**src/rtl/status_frame_deframer.sv**
```systemverilog
// status_frame_deframer: hunts the byte stream for the 0x1CEB00DA status magic,
// collects 17 data bytes plus a big-endian CRC16 (poly 0x8005, init 0xFFFF,
// MSB first), and publishes the decoded motor status on a one-cycle strobe.
// Optional: define STATUS_DEFRAMER_ERRCNT_EN to add saturating error counters.
module status_frame_deframer #(
  parameter int CLK_FREQ_HZ       = 50_000_000,
  parameter int BAUDRATE          = 2_000_000,
  parameter int BYTE_TIMEOUT_BITS = 40
) (
  input  logic               clk,
  input  logic               reset,
  input  logic               rx_valid,
  input  logic [7:0]         rx_byte,
  output logic               frame_valid,
  output logic [7:0]         motor_id,
  output logic [7:0]         control_mode,
  output logic signed [23:0] encoder0_position,
  output logic signed [23:0] encoder1_position,
  output logic signed [23:0] setpoint_actual,
  output logic signed [23:0] duty,
  output logic signed [23:0] displacement,
  output logic               crc_error,
  output logic               timeout_error,
  output logic               busy
`ifdef STATUS_DEFRAMER_ERRCNT_EN
  ,
  output logic [15:0]        crc_error_count,
  output logic [15:0]        timeout_count
`endif
);

  localparam int TMO_CYCLES = CLK_FREQ_HZ / BAUDRATE * BYTE_TIMEOUT_BITS;
  localparam int TW         = $clog2(TMO_CYCLES + 1);
  localparam int PLW        = 19 * 8;
  localparam logic [31:0] MAGIC = 32'h1CEB00DA;

  typedef enum logic [1:0] {HUNT, PAYLOAD, CHECK} state_t;

  state_t           state_q, state_d;
  logic [31:0]      hunt_sr;
  logic [4:0]       idx_q;
  logic [15:0]      crc_q;
  logic [PLW-1:0]   pl_q;     // byte 0 ends up in the top byte after 19 shifts
  logic [TW-1:0]    tmo_q;

  logic [31:0] hunt_next;
  logic        magic_hit, last_byte, expire, crc_ok;

  // One byte of the MSB-first CRC16 (0x8005), no reflection.
  function automatic logic [15:0] crc16_byte(input logic [15:0] c, input logic [7:0] d);
    logic [15:0] r;
    r = c;
    for (int i = 7; i >= 0; i--) begin
      if (r[15] ^ d[i]) r = {r[14:0], 1'b0} ^ 16'h8005;
      else              r = {r[14:0], 1'b0};
    end
    return r;
  endfunction

  assign hunt_next = {hunt_sr[23:0], rx_byte};
  assign magic_hit = (state_q == HUNT) && rx_valid && (hunt_next == MAGIC);
  assign last_byte = (state_q == PAYLOAD) && rx_valid && (idx_q == 5'd18);
  // A byte arriving in the expiry cycle reloads the counter instead of failing.
  assign expire    = (state_q == PAYLOAD) && !rx_valid && (tmo_q == TW'(1));
  assign crc_ok    = (crc_q == pl_q[15:0]);
  assign busy      = (state_q != HUNT);

  // State register.
  always_ff @(posedge clk or posedge reset) begin
    if (reset) state_q <= HUNT;
    else       state_q <= state_d;
  end

  // Next-state logic.
  always_comb begin
    state_d = state_q;
    unique case (state_q)
      HUNT:    if (magic_hit) state_d = PAYLOAD;
      PAYLOAD: if (last_byte) state_d = CHECK;
               else if (expire) state_d = HUNT;
      CHECK:   state_d = HUNT;
      default: state_d = HUNT;
    endcase
  end

  // Hunt shift register, payload capture, running CRC and inter-byte timer.
  always_ff @(posedge clk or posedge reset) begin
    if (reset) begin
      hunt_sr <= '0;
      idx_q   <= '0;
      crc_q   <= 16'hFFFF;
      pl_q    <= '0;
      tmo_q   <= '0;
    end else begin
      // Cleared on sync so magic bytes inside a payload can never re-trigger;
      // still shifted during CHECK so a frame directly following is caught.
      if (magic_hit)
        hunt_sr <= '0;
      else if (rx_valid && state_q != PAYLOAD)
        hunt_sr <= hunt_next;

      if (magic_hit) begin
        idx_q <= '0;
        crc_q <= 16'hFFFF;
        tmo_q <= TW'(TMO_CYCLES);
      end else if (state_q == PAYLOAD) begin
        if (rx_valid) begin
          idx_q <= idx_q + 5'd1;
          pl_q  <= {pl_q[PLW-9:0], rx_byte};
          tmo_q <= TW'(TMO_CYCLES);
          if (idx_q < 5'd17) crc_q <= crc16_byte(crc_q, rx_byte);
        end else if (tmo_q != '0) begin
          tmo_q <= tmo_q - TW'(1);
        end
      end
    end
  end

  // Result pulses and field registers; fields change only on a good frame.
  always_ff @(posedge clk or posedge reset) begin
    if (reset) begin
      frame_valid       <= 1'b0;
      crc_error         <= 1'b0;
      timeout_error     <= 1'b0;
      motor_id          <= '0;
      control_mode      <= '0;
      encoder0_position <= '0;
      encoder1_position <= '0;
      setpoint_actual   <= '0;
      duty              <= '0;
      displacement      <= '0;
    end else begin
      frame_valid   <= (state_q == CHECK) && crc_ok;
      crc_error     <= (state_q == CHECK) && !crc_ok;
      timeout_error <= expire;
      if (state_q == CHECK && crc_ok) begin
        motor_id          <= pl_q[151:144];
        control_mode      <= pl_q[143:136];
        encoder0_position <= pl_q[135:112];
        encoder1_position <= pl_q[111:88];
        setpoint_actual   <= pl_q[87:64];
        duty              <= pl_q[63:40];
        displacement      <= pl_q[39:16];
      end
    end
  end

`ifdef STATUS_DEFRAMER_ERRCNT_EN
  // Saturating error counters, cleared only by reset.
  always_ff @(posedge clk or posedge reset) begin
    if (reset) begin
      crc_error_count <= '0;
      timeout_count   <= '0;
    end else begin
      if (state_q == CHECK && !crc_ok && crc_error_count != 16'hFFFF)
        crc_error_count <= crc_error_count + 16'd1;
      if (expire && timeout_count != 16'hFFFF)
        timeout_count <= timeout_count + 16'd1;
    end
  end
`endif

endmodule

```
**config.mk**
```make
export PLATFORM = sky130hd
export DESIGN_NAME = status_frame_deframer
export DESIGN_NICKNAME = d
export VERILOG_FILES = /design/src/rtl/status_frame_deframer.sv
export SDC_FILE = /design/constraint.sdc
export NUM_CORES = 1
export LEC_CHECK = 0
export BUFFER_PORTS_ARGS = -buffer_cell sky130_fd_sc_hd__buf_2
export CORE_ASPECT_RATIO = 0.6
export CORE_MARGIN = 5
export CORE_UTILIZATION = 40
export CTS_BUF_LIST = sky130_fd_sc_hd__clkbuf_4 sky130_fd_sc_hd__clkbuf_8
export CTS_CLUSTER_SIZE = 40
export DETAILED_ROUTE_END_ITERATION = 7
export GPL_TIMING_DRIVEN = 0
export HOLD_SLACK_MARGIN = 0.08
export PLACE_DENSITY_LB_ADDON = 0.08
export SYNTH_ARGS = -nofsm -noshare
export SYNTH_HDL_FRONTEND = slang
export SYNTH_SLANG_ARGS = --single-unit
```
**constraint.sdc**
```tcl
create_clock -name clk -period 28.4 [get_ports clk]
set_clock_uncertainty 0.1 [all_clocks]
set_input_delay 1.42 -clock clk [delete_from_list [all_inputs] [get_ports clk]]
set_output_delay 1.42 -clock clk [all_outputs]
set_load 0.005 [all_outputs]
```
; ---- Yosys cells after proc, flatten, opt, wreduce, memory -nomap -nowiden
; Cells that the tools add are included.
[totals]
ff_bits = 348
wordCells = 122
out_inout_bits = 140
[classes]
order_cmp = 1
reduce_logical = 24
n_mux = 53
n_bitwise = 17
n_eq_ne = 9
n_addsub = 2
[ops]
columns = op, count
row1 = 16-bit two-way mux, 40
row2 = 24-bit two-way mux, 2
row3 = 10-bit two-way mux, 4
row4 = 32-bit by 29-bit equality test with 1-bit output (second input constant), 1
row5 = 3-bit NOT, 8
row6 = 16-bit equality test, 1
row7 = 5-bit two-way mux, 3
row8 = 10-bit by 1-bit equality test with 1-bit output (second input constant), 1
row9 = 10-bit nonzero test, 1
row10 = 2-bit nonzero test, 5
row11 = 10-bit by 1-bit subtractor with 10-bit output (second input constant), 1
row12 = 1-bit logical AND, 9
row13 = 1-bit XOR, 8
row14 = 2-bit two-way mux, 3
row15 = 2-bit AND reduction, 3
row16 = 3-bit AND reduction, 2
row17 = 5-bit by 1-bit adder with 5-bit output (second input constant), 1
row18 = 5-bit equality test (second input constant), 1
row19 = 5-bit < comparator (second input constant), 1
row20 = 2-bit one-hot mux with 2 select lines, 1
row21 = 3-bit != test (second input constant), 1
row22 = 3-bit nonzero test, 1
row23 = 2-bit by 1-bit equality test with 1-bit output (second input constant), 1
row24 = 2-bit equality test (second input constant), 1
row25 = 5 further kinds, 6

; ---- Logic depth before layout (Yosys ltp)
[depth]
depth_word = 48
mapped_depth = 8
ltp_nobuf = 7

; ---- Worst setup path after synthesis
; No wires, ideal clock.
[synth_timing]
kind = in2reg
from = in rx_byte[5]
to = reg tmo_q[2]
path_buffers = 2
stages = 7
path_slack_ps = 25302
required_time_ps = 28175
setup_ps = 125
t_arrival_ps = 2873
cell_sequence = or4b_1 > nor4_1 > and4_1 > buf_4 > buf_6 > o22ai_1 > mux2_2
[synth_between]
elab_chain_cells = 4
[synth_rtl]
columns = element, line
row1 = start: declaration, 13  ; input logic [7:0] rx_byte,
row2 = 32-bit by 29-bit equality test with 1-bit output *, 61  ; assign magic_hit = (state_q == HUNT) && rx_valid && (hunt_next == MAGIC);
row3 = 1-bit logical AND *, 61
row4 = 3-bit nonzero test (no line) / 2-bit nonzero test (equally long branches), n/a
row5 = 2-bit AND reduction (no line), n/a
row6 = end signal: assignment, 105  ; tmo_q <= TW'(TMO_CYCLES);
row7 = end signal: assignment, 110  ; tmo_q <= TW'(TMO_CYCLES);
row8 = end signal: assignment, 113  ; tmo_q <= tmo_q - TW'(1);
row9 = end: declaration, 44  ; logic [TW-1:0] tmo_q;
; Mark *: on every way between the ends. The rest lies on a longest branch, timed or not.
; A chain may end at the register's enable or synchronous reset.

; ---- Worst setup path after layout
[layout_timing]
from = in rx_valid
to = reg pl_q[99]
[layout_between]
elab_chain_cells = 4
[layout_rtl]
columns = element, line
row1 = start: declaration, 12  ; input logic rx_valid,
row2 = 1-bit logical AND (2 in series), 61
row3 = 1-bit NOT (no line), n/a
row4 = 3-bit AND reduction (no line) *, n/a
row5 = end signal: assignment, 109  ; pl_q <= {pl_q[PLW-9:0], rx_byte};
row6 = end: declaration, 43  ; logic [PLW-1:0] pl_q;
; Marked as above.

==> impl_metrics.json <==
{
  "yosysWarnings": 0,
  "grt_max_degree": 125,
  "maxCapViolations": 0,
  "final_area_sq_um": 16400,
  "final_layout_size_suffix_gt1_share_pct": 29.0,
  "dr.pass1.iters": 5,
  "synth_cells": 1240,
  "cts_sinks": 348,
  "yosys.area.top_type_share_pct": 60.1,
  "worstSetupPathType": "input pin to flip-flop",
  "p_sw_w": 0.000218,
  "seq_area_frac_synth_pct": 63.1,
  "end_kind": "flip-flop",
  "vias": 9369,
  "io_pins": 151,
  "p_leak_nw": 8.98,
  "core-area_sq_um": 33900,
  "crit_path_max_fanout": 10,
  "status": "complete, no violations",
  "p_int_w": 0.000753,
  "root_buffer": "clkbuf_8",
  "synthFlopType": "dfrtp_1",
  "fin_nets": 1461,
  "cts_tree": "built",
  "pwr-share-clk_pct": 45.4,
  "synth_edf_count": 0,
  "fin_cells": 1946,
  "syn_area_sq_um": 13800,
  "p_seq_share_pct": 51.9,
  "rsz0062_at_grt": "false",
  "combPwrFrac_pct": 2.7,
  "post-place-ws_ns": 24.50,
  "die_w_um": 250,
  "p_per_area_nw_per_um2": 59.3,
  "final_antenna_net_count": 0,
  "required_ns": 28.82,
  "setup_viol": 0,
  "die_area_sq_um": 38500,
  "min-delay-path-class": "flip-flop to flip-flop",
  "drc": 0,
  "postSynthAreaPerCell_sq_um": 11.1,
  "viasPerCell": 4.81,
  "drtIter0Drc": 518,
  "yosysMostFrequentCell": "nand2_1",
  "grt_overflow": 0,
  "clockBufferDepth": 3,
  "gp_congestion": 0.789,
  "routed_wl_um": 33800,
  "switching_share_pct": 22.5,
  "tns_ns": 0,
  "worst_pin_slew_ns": 0.712,
  "antenna_cells": 0,
  "syn_nets": 1255,
  "slew_viol_final": 0,
  "cts_buffers": 52,
  "antenna_found_initial": 0,
  "grt_pass1_wl_um": 54600,
  "crit_arrival_ns": 3.74,
  "ys_types": 53,
  "areaGrowthSynthToFinish_pct": 18.5,
  "hold_violations": 0,
  "portBuffers": 149,
  "cts_hold_buf": 0,
  "synthArstFlopShare_pct": 100,
  "clock.fmax_mhz": 302,
  "max-slew-margin-rel_pct": 51.9,
  "start_util_pct": 40.8,
  "max-vdd-ir-drop_mv": 0.0266,
  "dp_hpwl_um": 23600,
  "path_clk_slew_ns": 0.06,
  "setup_ws_ns": 25.08,
  "finalCriticalPeriod_ns": 3.32,
  "ys_top_cells_by_area": "dfrtp_1 60%, nand2_1 14%, mux2_2 11%",
  "chipHeight_um": 154,
  "row_count": 52,
  "cts_setup_buffers": 0,
  "cts_resized": 0,
  "synth_seq_cells": 348,
  "cp-start-kind": "input pin",
  "wl_per_cell_um": 17.4,
  "grt_pass1_vias": 9432,
  "fin_crit_sh_pct": 11.7,
  "dp_cells": 1851,
  "placed_area_sq_um": 15200,
  "cts_htree_levels": 2,
  "synth_common_cells": "525 x nand2_1, 332 x dfrtp_1, 139 x mux2_2, 42 x clkbuf_1, 31 x xnor2_1",
  "clk_latency_ns": 0.59,
  "grt.total_usage_pct": 17.5,
  "synth_top_area_cell": "dfrtp_1"
}
cell families after synthesis:
logic type | after synthesis | share of synthesized area [%]
AO/OA/AOI/OAI | 59 | 3.23
XOR/XNOR | 41 | 2.81
adder cells (fa/ha/maj) | 4 | 0.362
buffers and inverters | 73 | 2.58
flip-flops | 348 | 63.1
multiplexers | 139 | 11.3
AND/OR/NAND/NOR | 576 | 16.6
area by class of cell:
class,instances,area (sq um)
repair buffers,152,828
clock buffers,85,1090
multi-input cells,819,4740
flip-flops and latches,348,8730
plain buffers,64,323
well taps,459,574
clock inverters,10,56.3
fillers,3176,17500
inverters,9,41.3
power by group through the flow:
stage	combinational (W)	clock (W)	sequential [W]
after detailed placement	0.0000273	0	0.000513
after global placement	0.0000254	0	0.000513
final	0.0000264	0.000441	0.000504
after global routing	0.0000306	0.000480	0.000504
after CTS	0.0000273	0.000457	0.000504
after floorplan	0.0000187	0	0.000512
state kept, by name (all words and copies together) (netlist names), 2 cells and up:
register and count:
control_mode 8, crc_q 16, displacement 24, duty 24
encoder0_position 24, encoder1_position 24, hunt_sr 24, idx_q 5
motor_id 8, pl_q 152, setpoint_actual 24, state_q 2
tmo_q 10
worst max-delay path, cell delays in order:
cell and delay [ns]:
clkbuf_1 0.35, inv_1 0.28, nor2_1 0.41, clkbuf_1 0.47, clkbuf_1 0.43, nand2_1 0.27
nand2_1 0.10
path summary, 6_finish.rpt:
| kind | cells after the start | start | slack, ns | end |
|---|---|---|---|---|
| min | 2 | hunt_sr[17]$_DFFE_PP0P_ | 0.38 | hunt_sr[17]$_DFFE_PP0P_ |
| max reg2reg | 7 | crc_q[12]$_DFFE_PP1P_ | 25.49 | displacement[16]$_DFFE_PP0P_ |
| max in group asynchronous | 3 | reset | 26.38 | displacement[21]$_DFFE_PP0P_ |
| max | 7 | rx_valid | 25.08 | pl_q[99]$_DFFE_PP0P_ |
| min in group asynchronous | 2 | reset | 0.80 | encoder1_position[5]$_DFFE_PP0P_ |
| min reg2reg | 2 | hunt_sr[17]$_DFFE_PP0P_ | 0.38 | hunt_sr[17]$_DFFE_PP0P_ |
per-stage QoR:
step	power (W)	utilization, %	hold WS [ns]
CTS	0.000988	48.3	0.380
floorplan	0.000530	-	0.337
global placement	0.000538	44.7	0.357
detailed placement	0.000540	44.9	0.365
global route	0.00101	48.3	0.409
finish	0.000971	48.3	0.377
layer usage:
layer  part of all wire, %  up-vias  track usage, %
met1                    54     4708            28.6
met4                   1.4        0            3.77
li1                      -     4455               -
met5                     0        -               0
met3                   4.4       43            3.68
met2                    40      163            23.5
cell usage in the layout (no fill, tap or decap), drive strengths merged, types with 4 or more instances in the layout:
master    n
ha        4
o22a     17
buf     174
nand4     6
nor2     16
o21ai    15
xor2      8
clkinv    9
xnor2    31
dfrtp   332
nand2   525
dfstp    16
inv      10
nor4      5
o21a      4
clkbuf  127
mux2    139
No activity file was read; power rests on OpenSTA's default activity.
